File: config.mk
export PLATFORM = sky130hd
export DESIGN_NAME = bitlet_weight_scheduler_16_flat
export DESIGN_NICKNAME = d
export VERILOG_FILES = /design/src/rtl/bitlet_weight_scheduler_16_pkg.sv /design/src/rtl/bitlet_weight_scheduler_16_if.sv /design/src/rtl/bitlet_weight_scheduler_16_prio_enc_lsb.sv /design/src/rtl/bitlet_weight_scheduler_16.sv /design/src/flat_wrapper.sv
export SDC_FILE = /design/constraint.sdc
export NUM_CORES = 1
export LEC_CHECK = 0
export CAP_MARGIN = 20
export CELL_PAD_IN_SITES_DETAIL_PLACEMENT = 0
export CELL_PAD_IN_SITES_GLOBAL_PLACEMENT = 1
export CORE_MARGIN = 5
export CORE_UTILIZATION = 37
export DETAILED_ROUTE_END_ITERATION = 8
export HOLD_SLACK_MARGIN = 0.12
export PLACE_DENSITY = 0.84
export SLEW_MARGIN = 15
export SYNTH_ARGS = -nofsm -noshare
export SYNTH_HDL_FRONTEND = slang
export SYNTH_SLANG_ARGS = --single-unit
File: constraint.sdc
create_clock -name clk -period 3.7 [get_ports clk]
set_input_delay 0.74 -clock clk [delete_from_list [all_inputs] [get_ports clk]]
set_output_delay 0.74 -clock clk [all_outputs]
set_load 0.1 [all_outputs]
File: src/rtl/bitlet_weight_scheduler_16_pkg.sv
// Shared parameters, select type and FSM state enum for the Bitlet weight scheduler.
package bitlet_pkg;

  localparam int unsigned DATA_WIDTH    = 8;
  localparam int unsigned VEC_LENGTH    = 16;
  localparam int unsigned MUX_SEL_WIDTH = $clog2(VEC_LENGTH);

  typedef logic [MUX_SEL_WIDTH-1:0]            sel_t;
  typedef sel_t [DATA_WIDTH-1:0]               sel_vec_t;
  typedef logic [VEC_LENGTH-1:0][DATA_WIDTH-1:0] wblk_t;   // wblk[i] = weight i
  typedef logic [DATA_WIDTH-1:0][VEC_LENGTH-1:0] mask_t;   // mask[j][i] = bit j of weight i

  typedef enum logic {
    IDLE = 1'b0,
    RUN  = 1'b1
  } state_e;

endpackage

File: src/rtl/bitlet_weight_scheduler_16_if.sv
// Weight-in / beat-out bundle between the weight buffer, the scheduler and the MAC row.
interface bitlet_weight_scheduler_16_if;
  import bitlet_pkg::*;

  logic     w_valid;
  logic     w_ready;
  wblk_t    w_in;
  logic     out_valid;
  logic     out_ready;
  sel_vec_t act_sel;
  logic [DATA_WIDTH-1:0] act_val;
  logic     out_first;
  logic     out_last;

  // Scheduler side: accepts weight blocks, produces beats
  modport slave (
    input  w_valid, w_in, out_ready,
    output w_ready, out_valid, act_sel, act_val, out_first, out_last
  );

  // Environment side: offers weight blocks, consumes beats
  modport master (
    output w_valid, w_in, out_ready,
    input  w_ready, out_valid, act_sel, act_val, out_first, out_last
  );

endinterface

File: src/rtl/bitlet_weight_scheduler_16_prio_enc_lsb.sv
// Lowest-set-bit priority encoder: index, any-valid flag and one-hot of the winning bit.
module prio_enc_lsb
  import bitlet_pkg::*;
(
  input  logic [VEC_LENGTH-1:0] i_vec,
  output sel_t                  o_idx,
  output logic                  o_any,
  output logic [VEC_LENGTH-1:0] o_onehot
);

  // Isolate lowest set bit (two's-complement trick)
  assign o_onehot = i_vec & (~i_vec + VEC_LENGTH'(1));
  assign o_any    = |i_vec;

  // Scan high to low so the lowest set index wins; 0 when empty
  always_comb begin
    o_idx = '0;
    for (int i = VEC_LENGTH - 1; i >= 0; i--) begin
      if (i_vec[i]) o_idx = sel_t'(i);
    end
  end

endmodule

File: src/rtl/bitlet_weight_scheduler_16.sv
// Bitlet weight-side scheduler: transposes a weight block into bit-columns and
// emits one beat per cycle selecting the lowest remaining weight per column.
// Optional feature macro: BITLET_SCHED_STATS_EN adds stat_beats/stat_blocks counters.
module bitlet_weight_scheduler_16
  import bitlet_pkg::*;
(
  input  logic clk,
  input  logic reset,
  bitlet_weight_scheduler_16_if.slave bus
`ifdef BITLET_SCHED_STATS_EN
  ,
  output logic [31:0] stat_beats,
  output logic [31:0] stat_blocks
`endif
);

  state_e r_state;
  mask_t  r_mask;
  logic   r_first_pend;

  mask_t                 w_load;
  mask_t                 w_cleared;
  mask_t                 w_onehot;
  sel_vec_t              w_sel;
  logic [DATA_WIDTH-1:0] w_any;
  logic [DATA_WIDTH-1:0] w_col_le1;
  logic                  w_last;
  logic                  w_run;
  logic                  w_fire_in;
  logic                  w_fire_out;

  // Transpose incoming weights into bit-columns
  always_comb begin
    w_load = '0;
    for (int j = 0; j < DATA_WIDTH; j++) begin
      for (int i = 0; i < VEC_LENGTH; i++) begin
        w_load[j][i] = bus.w_in[i][j];
      end
    end
  end

  // One encoder per column
  for (genvar j = 0; j < DATA_WIDTH; j++) begin : g_col
    prio_enc_lsb u_enc (
      .i_vec    (r_mask[j]),
      .o_idx    (w_sel[j]),
      .o_any    (w_any[j]),
      .o_onehot (w_onehot[j])
    );
    assign w_cleared[j] = r_mask[j] & ~w_onehot[j];
    assign w_col_le1[j] = (r_mask[j] & (r_mask[j] - VEC_LENGTH'(1))) == '0;
  end

  assign w_run      = (r_state == RUN);
  assign w_last     = &w_col_le1;
  assign w_fire_in  = bus.w_valid && (r_state == IDLE);
  assign w_fire_out = w_run && bus.out_ready;

  assign bus.w_ready   = (r_state == IDLE);
  assign bus.out_valid = w_run;
  assign bus.act_val   = w_run ? w_any : '0;
  assign bus.act_sel   = w_run ? w_sel : '0;
  assign bus.out_first = w_run && r_first_pend;
  assign bus.out_last  = w_run && w_last;

  // FSM, mask and first-beat flag
  always_ff @(posedge clk) begin
    if (reset) begin
      r_state      <= IDLE;
      r_mask       <= '0;
      r_first_pend <= 1'b0;
    end else begin
      case (r_state)
        IDLE: begin
          if (w_fire_in) begin
            r_mask       <= w_load;
            r_first_pend <= 1'b1;
            r_state      <= RUN;
          end
        end
        RUN: begin
          if (w_fire_out) begin
            r_mask       <= w_cleared;
            r_first_pend <= 1'b0;
            if (w_last) r_state <= IDLE;
          end
        end
        default: r_state <= IDLE;
      endcase
    end
  end

`ifdef BITLET_SCHED_STATS_EN
  logic [31:0] r_stat_beats;
  logic [31:0] r_stat_blocks;

  // Free-running wrap-around counters of accepted beats and blocks
  always_ff @(posedge clk) begin
    if (reset) begin
      r_stat_beats  <= '0;
      r_stat_blocks <= '0;
    end else begin
      if (w_fire_out) r_stat_beats  <= r_stat_beats + 32'd1;
      if (w_fire_in)  r_stat_blocks <= r_stat_blocks + 32'd1;
    end
  end

  assign stat_beats  = r_stat_beats;
  assign stat_blocks = r_stat_blocks;
`endif

endmodule
File: src/flat_wrapper.sv
// flat-port wrapper written by rule: the top's interface ports become plain ports
module bitlet_weight_scheduler_16_flat import bitlet_pkg::*;
  (clk, reset, bus_w_valid, bus_w_in, bus_out_ready, bus_w_ready, bus_out_valid, bus_act_sel, bus_act_val, bus_out_first, bus_out_last);
  bitlet_weight_scheduler_16_if bus_i ();
  input  logic clk;
  input  logic reset;
  input wire logic [$bits(bus_i.w_valid)-1:0] bus_w_valid;
  input wire logic [$bits(bus_i.w_in)-1:0] bus_w_in;
  input wire logic [$bits(bus_i.out_ready)-1:0] bus_out_ready;
  output wire logic [$bits(bus_i.w_ready)-1:0] bus_w_ready;
  output wire logic [$bits(bus_i.out_valid)-1:0] bus_out_valid;
  output wire logic [$bits(bus_i.act_sel)-1:0] bus_act_sel;
  output wire logic [$bits(bus_i.act_val)-1:0] bus_act_val;
  output wire logic [$bits(bus_i.out_first)-1:0] bus_out_first;
  output wire logic [$bits(bus_i.out_last)-1:0] bus_out_last;
  assign bus_i.w_valid = bus_w_valid;
  assign bus_i.w_in = bus_w_in;
  assign bus_i.out_ready = bus_out_ready;
  assign bus_w_ready = bus_i.w_ready;
  assign bus_out_valid = bus_i.out_valid;
  assign bus_act_sel = bus_i.act_sel;
  assign bus_act_val = bus_i.act_val;
  assign bus_out_first = bus_i.out_first;
  assign bus_out_last = bus_i.out_last;
  bitlet_weight_scheduler_16 u_core (.clk(clk), .reset(reset), .bus(bus_i));
endmodule
==> results of run 1 <==
[cell usage after synthesis (all sizes together) (7+ instances only)]
cell type	count	share of area [%]
buf	18	1.6
a2111oi	20	2.4
o21ai	87	5.3
o311ai	9	0.96
nor4	49	3.9
or4	23	2.3
dfxtp	130	32
nor2	178	8.2
nor2b	18	1.4
nor3	73	4.6
o2111ai	9	0.96
o41ai	13	1.4
nand4	8	0.69
clkbuf	88	4.0
nand3	16	0.98
nand2	115	5.3
a211oi	10	0.98
a22oi	46	4.2
o21bai	22	2.0
or3	12	0.98
a21oi	100	6.1
o31ai	13	1.2
o211ai	8	0.73
or2	7	0.54
inv	27	1.2
[logic make-up (layout without fill, tap and decap cells)]
kind of cell	after synthesis	in the layout	synth area share [%]
compound gates	382	382	31.0
fa+ha+maj	2	2	0.260
buf+inv	133	384	6.91
flops	130	130	31.8
mux	3	3	0.367
simple gates	510	511	29.7
[per-layer routing]
| layer | wire length, µm | vias to the layer above |
|---|---|---|
| met1 | 15500 | 4850 |
| met2 | 16000 | 479 |
| met4 | 949 | 2 |
| met5 | 20 | - |
| li1 | - | 4771 |
| met3 | 2980 | 64 |
[per-stage QoR]
step                utilization [%]  cell area, µm²
floorplan                         -            8470
global placement               52.7           11500
detailed placement             52.7           11500
CTS                            56.5           12300
global route                   57.0           12400
finish                         57.0           12400
[flip-flops by register name, summed over array words and instances, names as in the netlist]
register              cells
u_core.r_first_pend       1
u_core.bus.out_valid      1
u_core.r_mask           128
[path summary, 6_finish.rpt]
check | start | endpoint | slack [ps] | depth (start not counted)
worst min-delay path | u_core.r_first_pend | u_core.r_first_pend | 480 | 2
worst max register to register | u_core.r_mask[18] | u_core.bus.out_valid | 1070 | 9
worst max-delay path | u_core.r_mask[18] | bus_out_last | -240 | 10
worst min register to register | u_core.r_first_pend | u_core.r_first_pend | 480 | 2
[report_power, final]
part           total, µW  switching (µW)  internal [µW]
logic               2090            1240            845
registers           1590             103           1490
clock network       1710             696           1010
total               5390            2040           3350
[layout by cell type, fill, tap and decap left out, types with 13 or more instances in the layout]
cell type / netlist / final
clkdlybuf4s50_1: 0 / 130
nor4_1: 47 / 39
nor3_2: 0 / 13
nand3_1: 16 / 16
nor2_1: 178 / 175
buf_12: 1 / 34
dfxtp_1: 130 / 127
nor2b_1: 18 / 17
a22oi_1: 46 / 46
inv_1: 27 / 26
a21oi_1: 100 / 94
nand2_1: 115 / 114
or4_4: 4 / 14
buf_4: 2 / 160
clkbuf_16: 0 / 17
o21bai_1: 22 / 22
nor3_1: 72 / 58
o21ai_0: 85 / 80
[final cells by class]
| type | count | area share [%] |
|---|---|---|
| clock inverter | 12 | 1.07 |
| timing repair buffer | 325 | 25.7 |
| tap | 280 | 2.81 |
| inverter | 27 | 0.824 |
| multi-input combinational | 898 | 45.1 |
| sequential | 130 | 20.9 |
| clock buffer | 20 | 3.59 |
[critical path, stage by stage, from the launching register on]
cell and delay, ps:
dfxtp_1 350, or4_4 610, buf_6 180, o31ai_1 240
o2111ai_1 160, nor4_1 340, nand4_1 170, nor4_2 240
buf_4 170, and2_4 150, buf_12 170
[timing repair]
action | in CTS | in global routing
setup endpoints to repair | 1 | 1
pin swaps | 14 | 6
gates cloned | 1 | 0
resized for setup | 37 | 24
setup buffers | 2 | 4
==> results.yml, run 1 <==
detailed_routing:
  vias: 10200
  drc: 0
  drtIter0Drc: 838
  antenna_left: 0
  drtPass1Iterations: 5
  viasPerCell: 6.01
  routedWlPerCell_um: 20.9
  drt_wl_total_um: 35400
power:
  p_per_area_nw_per_um2: 433
  ir_drop_v: 0.000257
  power_uw: 5390
  p_leak_uw: 0.00475
place:
  place.gp.congestion: 0.951
  hpwl_um: 25500
  pre_cts_ws_ps: 45.5
  numPortBuffers: 175
  dp_cells: 1653
sta:
  setup_viol: 1
  rsz0062_at_grt: "true"
  hold_violations: 0
  min_period_ps: 3940
  fin_hold_ws_ps: 482
  slew-limit-headroom_pct: 42.7
  post-route-period-util_pct: 107
  fmax_ghz: 0.254
  finalSetupTns_ps: -242
  skew_ps: 10.2
  tightestPinTransition_ps: 852
  drv_slew: 0
  layout_setup_ws_ps: -242
setup_path:
  worstSetupPathType: "flop to primary output"
  crit_required_ps: 2960
  cp_max_fo: 8
  worst_ep_arrival_time_ps: 3200
  crit_path_end_kind: "primary output"
  cp-start-kind: "flop"
synthesis:
  yosysUniqueCellTypes: 65
  syn-cell-area_um2: 8190
  async_flop_share_pct: 0
  synth_nets: 1292
  ys_ff_latch: 130
  yosysSeqAreaShare_pct: 31.8
  synth-main-ff-cell: "dfxtp_1"
  postSynthAreaPerCell_um2: 7.06
  synth_edf_count: 0
  synthCells: 1160
  ys_warn_count: 0
die:
  io_pins: 176
  start_util_pct: 37.5
  rows: 54
  fp.dieW_um: 159
  core-area_um2: 21800
  die-height_um: 159
  die-area_um2: 25200
global_routing:
  antenna_found_initial: 1
  grt_pass1_vias: 9464
  grt_pass1_wl_um: 54300
  met1_usage_pct: 36.4
  overflow: 0
  grtUsageTotal_pct: 26.4
  gr-usage-met3_pct: 6.14
  use_met2_pct: 41.0
  grt_start_max_net_pins: 69
  grt.busiest_layer: "met2"
clocking:
  cts_buffers: 17
  hold_buffers: 0
  htree_levels: 4
  clkSlewWorstSetupHoldPaths_ps: 60
  clockBufferDepth: 2
  cts-root-buf: "clkbuf_16"
  clock_latency_ps: 430
  cts_tree: "built"
  clock_sinks: 130
cells_and_area:
  multi_input_area_um2: 5610
  antenna_cells: 0
  fillers: 2058
  area_delta_synth_final_pct: 52.1
  drive_above_1_share_pct: 23.3
  nets: 1531
  ff_latch_area_um2: 2610
  instances_no_fill: 1692
run_status:
  violations: "setup timing"
  status: "finished, violations left"
hold_path:
  hold_class: "flop to flop"
flow_run:
  maxCapViolations: 0
No activity file was read; power rests on OpenSTA's default activity.
==> run 2, diff against run 1 <==
--- a/config.mk
+++ b/config.mk
@@ -10,9 +10,11 @@
 export CELL_PAD_IN_SITES_GLOBAL_PLACEMENT = 1
 export CORE_MARGIN = 5
 export CORE_UTILIZATION = 37
+export CTS_BUF_LIST = sky130_fd_sc_hd__clkbuf_16
 export DETAILED_ROUTE_END_ITERATION = 8
 export HOLD_SLACK_MARGIN = 0.12
 export PLACE_DENSITY = 0.84
+export SKIP_LAST_GASP = 1
 export SLEW_MARGIN = 15
 export SYNTH_ARGS = -nofsm -noshare
 export SYNTH_HDL_FRONTEND = slang
==> results.yml, run 2 (synthesis gave the netlist of run 1 again) <==
run_status:
  status: "finished, violations left"
  violations: "setup timing"
power:
  p_leak_uw: 0.00476
  p_per_area_nw_per_um2: 431
  ir_drop_v: 0.000255
detailed_routing:
  drtIter0Drc: 840
  antenna_left: 0
  drc: 0
  vias: 10200
  routedWlPerCell_um: 21.1
  drtPass1Iterations: 8
  drt_wl_total_um: 35700
  viasPerCell: 6.04
flow_run:
  maxCapViolations: 0
sta:
  skew_ps: 9.76
  setup_viol: 1
  min_period_ps: 3960
  drv_slew: 0
  post-route-period-util_pct: 107
  layout_setup_ws_ps: -255
  hold_violations: 0
  fmax_ghz: 0.253
  tightestPinTransition_ps: 853
  slew-limit-headroom_pct: 42.6
  rsz0062_at_grt: "true"
  fin_hold_ws_ps: 480
setup_path:
  path_cells: "or4_4 -> buf_4 -> o31ai_2 -> o2111ai_1 -> nor4_1 -> nand4_1 -> nor4_2 -> buf_4 -> and2_4 -> buf_12"
  worst_r2r_endpoint: "u_core.bus.out_valid"
  crit_path_end_kind: "primary output"
  worst_ep_arrival_time_ps: 3220
  r2r_setup_slack_ps: 1050
  reg2reg_depth: 9
  cp_slowest_stage_delay_ps: 570
  cpMostUsedCell: "buf_4"
  cp-start-kind: "flop"
  cp_slowest_cell: "or4_4"
  worstReg2RegStart: "u_core.r_mask[48]"
  worstSetupPathType: "flop to primary output"
  cp_max_fo: 6
  crit_required_ps: 2960
cells_and_area:
  utilization_pct: 57.3
  top_register: "u_core.r_mask"
  instances_no_fill: 1691
  layout_commonest_cell: "nor2_1"
  largest_reg_flops: 128
  nets: 1530
  final_cell_mix: "174 x nor2_1, 159 x buf_4, 130 x clkdlybuf4s50_1"
  antenna_cells: 0
  area_delta_synth_final_pct: 52.8
  drive_above_1_share_pct: 23.7
global_routing:
  overflow: 0
  grt_pass1_wl_um: 54400
  grtUsageTotal_pct: 26.4
  grt_pass1_vias: 9465
  antenna_found_initial: 1
  grt_start_max_net_pins: 69
place:
  place.gp.congestion: 0.951
  dp_cells: 1653
  hpwl_um: 25500
  numPortBuffers: 175
die:
  start_util_pct: 37.5
  die-area_um2: 25200
  rows: 54
  io_pins: 176
  fp.dieW_um: 159
  core-area_um2: 21800
  die-height_um: 159
clocking:
  cts_buffers: 17
  clock_latency_ps: 430
  cts_tree: "built"
  clockBufferDepth: 2
  cts-root-buf: "clkbuf_16"
  clock_sinks: 130
  hold_buffers: 0
  clkSlewWorstSetupHoldPaths_ps: 60
  htree_levels: 4
hold_path:
  hold_path_depth: 2
  whs_endpoint: "u_core.r_first_pend"
  min_from: "u_core.r_first_pend"
  hold_class: "flop to flop"
[run 2: changes by cell type in the layout (fill, tap and decap cells not counted), sizes merged]
| cell | delta |
|---|---|
| clkbuf | -3 |
| buf | -2 |
| inv | +2 |
| clkinv | +1 |
| or4 | +1 |
[run 2: critical path: cells and delay by family (launching register included)]
| family | cells | cell delay (ps) |
|---|---|---|
| AND/OR/NAND/NOR | 5 | 1480 |
| flip-flops | 1 | 310 |
| buffers and inverters | 3 | 540 |
| AO/OA/AOI/OAI | 2 | 440 |
[run 2: metrics by stage]
stage | TNS, ps | total power, µW | area (µm²) | setup slack [ps]
after floorplan | -825 | 2790 | 8470 | -426
after global placement | 0 | 3560 | 11500 | 102
after detailed placement | 0 | 3570 | 11500 | 45.5
after CTS | -194 | 5310 | 12300 | -194
after global routing | -294 | 5600 | 12500 | -294
final | -255 | 5390 | 12500 | -255
[run 2: final cells by class]
cell class	count	area, µm²
clock buffer	17	425
clock inverter	15	144
timing repair buffer	323	3180
sequential	130	2610
fill	2048	9320
multi-input combinational	899	5700
tap	280	350
inverter	27	103
[run 2: how the worst max path moves through the flow]
| stage | from | endpoint | slack [ps] | cells after the start |
|---|---|---|---|---|
| after detailed placement | u_core.r_mask[48] | bus_out_last | 50 | 10 |
| after global placement | u_core.r_mask[84] | bus_out_last | 100 | 10 |
| final | u_core.r_mask[48] | bus_out_last | -260 | 10 |
| after global routing | u_core.r_mask[17] | bus_out_last | -290 | 9 |
| after CTS | u_core.r_mask[83] | bus_out_last | -190 | 10 |
| after floorplan | u_core.bus.out_valid | bus_act_sel[22] | -430 | 4 |
[run 2: power by group]
part           internal [µW]  total (µW)  switching [µW]
combinational            851        2110            1260
clock                    986        1680             697
sequential              1490        1600             106
[run 2: layer usage]
| layer | track usage (%) | up-vias | share of wire [%] |
|---|---|---|---|
| met2 | 41.0 | 479 | 45 |
| met3 | 6.14 | 57 | 8.7 |
| met1 | 36.4 | 4898 | 44 |
| met4 | 8.02 | 2 | 2.5 |
| li1 | - | 4782 | - |
| met5 | 0 | - | 0.036 |
[run 2: timing repair]
action / CTS / global route
setup endpoints to repair: 1 / 1
pin swaps: 14 / 7
cloned: 1 / 1
gates resized for setup: 37 / 33
setup buffers: 2 / 2
==> run 3, diff against run 2 <==
--- a/config.mk
+++ b/config.mk
@@ -8,6 +8,7 @@
 export CAP_MARGIN = 20
 export CELL_PAD_IN_SITES_DETAIL_PLACEMENT = 0
 export CELL_PAD_IN_SITES_GLOBAL_PLACEMENT = 1
+export CORE_ASPECT_RATIO = 1.75
 export CORE_MARGIN = 5
 export CORE_UTILIZATION = 37
 export CTS_BUF_LIST = sky130_fd_sc_hd__clkbuf_16
==> results.yml, run 3 (synthesis gave the netlist of run 1 again) <==
global_routing:
  antenna_found_initial: 0
  grt_start_max_net_pins: 66
  grtUsageTotal_pct: 28.7
  grt_pass1_vias: 9975
  grt_pass1_wl_um: 55800
  overflow: 0
cells_and_area:
  instances_no_fill: 1701
  layout_commonest_cell: "nor2_1"
  largest_reg_flops: 128
  top_register: "u_core.r_mask"
  ff_latch_area_um2: 2600
  nets: 1526
  final_cell_mix: "175 x nor2_1, 156 x buf_4, 130 x clkdlybuf4s50_1"
  antenna_cells: 0
  area_delta_synth_final_pct: 51.2
  multi_input_area_um2: 5560
  fillers: 2097
  drive_above_1_share_pct: 21.8
clocking:
  hold_buffers: 0
  clkSlewWorstSetupHoldPaths_ps: 60
  clock_latency_ps: 430
  cts_tree: "built"
  clockBufferDepth: 2
  cts_buffers: 17
  clock_sinks: 130
  cts-root-buf: "clkbuf_16"
  htree_levels: 4
sta:
  tightestPinTransition_ps: 786
  skew_ps: 6.65
  post-route-period-util_pct: 107
  drv_slew: 0
  min_period_ps: 3980
  layout_setup_ws_ps: -277
  fmax_ghz: 0.251
  finalSetupTns_ps: -277
  slew-limit-headroom_pct: 47.1
  hold_violations: 0
  setup_viol: 1
  rsz0062_at_grt: "true"
setup_path:
  cp_max_fo: 5
  crit_required_ps: 2960
  reg2reg_depth: 8
  worstSetupPathType: "flop to primary output"
  cp-start-kind: "flop"
  crit_path_end_kind: "primary output"
  cp_slowest_cell: "or4_4"
  crit_cells: 9
  startpoint: "u_core.r_mask[83]"
  crit_family: "simple AND/OR/NAND/NOR gates"
  worst-path-buf-inv: 2
  worstReg2RegStart: "u_core.r_mask[83]"
  worst_ep_arrival_time_ps: 3240
  path_cells: "or4_4 -> or2_1 -> buf_4 -> nor3_1 -> a21o_1 -> nand3_1 -> nor4_4 -> and2_4 -> buf_12"
  cp_slowest_stage_delay_ps: 620
die:
  io_pins: 176
  fp.dieW_um: 122
  rows: 72
  core-area_um2: 22000
  die-area_um2: 25300
  start_util_pct: 37.2
  die-height_um: 207
detailed_routing:
  drtIter0Drc: 841
  drtPass1Iterations: 5
  viasPerCell: 6.02
  routedWlPerCell_um: 21.6
  antenna_left: 0
  drc: 0
  vias: 10200
  drt_wl_total_um: 36800
run_status:
  violations: "setup timing"
  status: "finished, violations left"
power:
  p_per_area_nw_per_um2: 437
  ir_drop_v: 0.000299
  p_leak_uw: 0.00473
  power_uw: 5410
place:
  pre_cts_ws_ps: 0.494
  dp_cells: 1668
  place.gp.congestion: 0.978
  numPortBuffers: 175
  hpwl_um: 27000
flow_run:
  maxCapViolations: 0
hold_path:
  hold_class: "flop to flop"
  min_from: "u_core.r_first_pend"
  hold_path_depth: 2
==> run 3: cell types whose count changed in the layout (fill, tap and decap cells not counted), sizes merged <==
cell	change
buf	-3
inv	-2
clkinvlp	+1
or4	-1
bufinv	+2
clkinv	-3
==> run 3: worst min-delay path, cell delays in order (launching register included) <==
cell     delay [ps]
dfxtp_1         320
a21oi_1          60
nor2_1           70
==> run 3: final timing paths <==
kind | to | slack [ps]
worst max-delay path | bus_out_last | -280
worst min-delay path | u_core.r_first_pend | 480
worst max register to register | u_core.bus.out_valid | 1000
worst min register to register | u_core.r_first_pend | 480
==> run 3: metal layers <==
metal / vias to the layer above / part of all wire (%) / track usage [%] / routed length (µm)
met2: 474 / 52 / 51.5 / 19100
met3: 122 / 6.3 / 5.34 / 2320
met5: - / 0 / 0 / 0
met4: 0 / 5.3 / 15.1 / 1960
met1: 4875 / 36 / 31.7 / 13400
li1: 4771 / - / - / -
==> run 3: timing repair <==
action,in CTS,in global routing
pin swaps,14,1
buffers inserted,2,0
gates cloned,1,0
endpoints found under the setup margin,1,1
gates resized for setup,36,7
==> run 3: area by class of cell <==
type	count	area share (%)
inverter	27	0.829
tap	296	2.99
clock inverter	13	1.39
sequential	130	21.0
timing repair buffer	320	25.4
clock buffer	17	3.44
multi-input combinational	898	44.9
==> run 3: power by group <==
group	leakage (µW)	total (µW)	internal, µW	switching [µW]
clock	0.000287	1750	1110	644
combinational	0.00338	2060	822	1240
sequential	0.00107	1600	1490	103
total	0.00473	5410	3420	1990
==> run 3: per-stage QoR <==
step	area [µm²]	util [%]	hold slack [ps]
2_1_floorplan	8470	-	448
3_3_place_gp	11500	52.4	460
3_5_place_dp	11500	52.4	473
4_1_cts	12300	56.1	487
5_1_grt	12400	56.3	529
6_report	12400	56.3	483
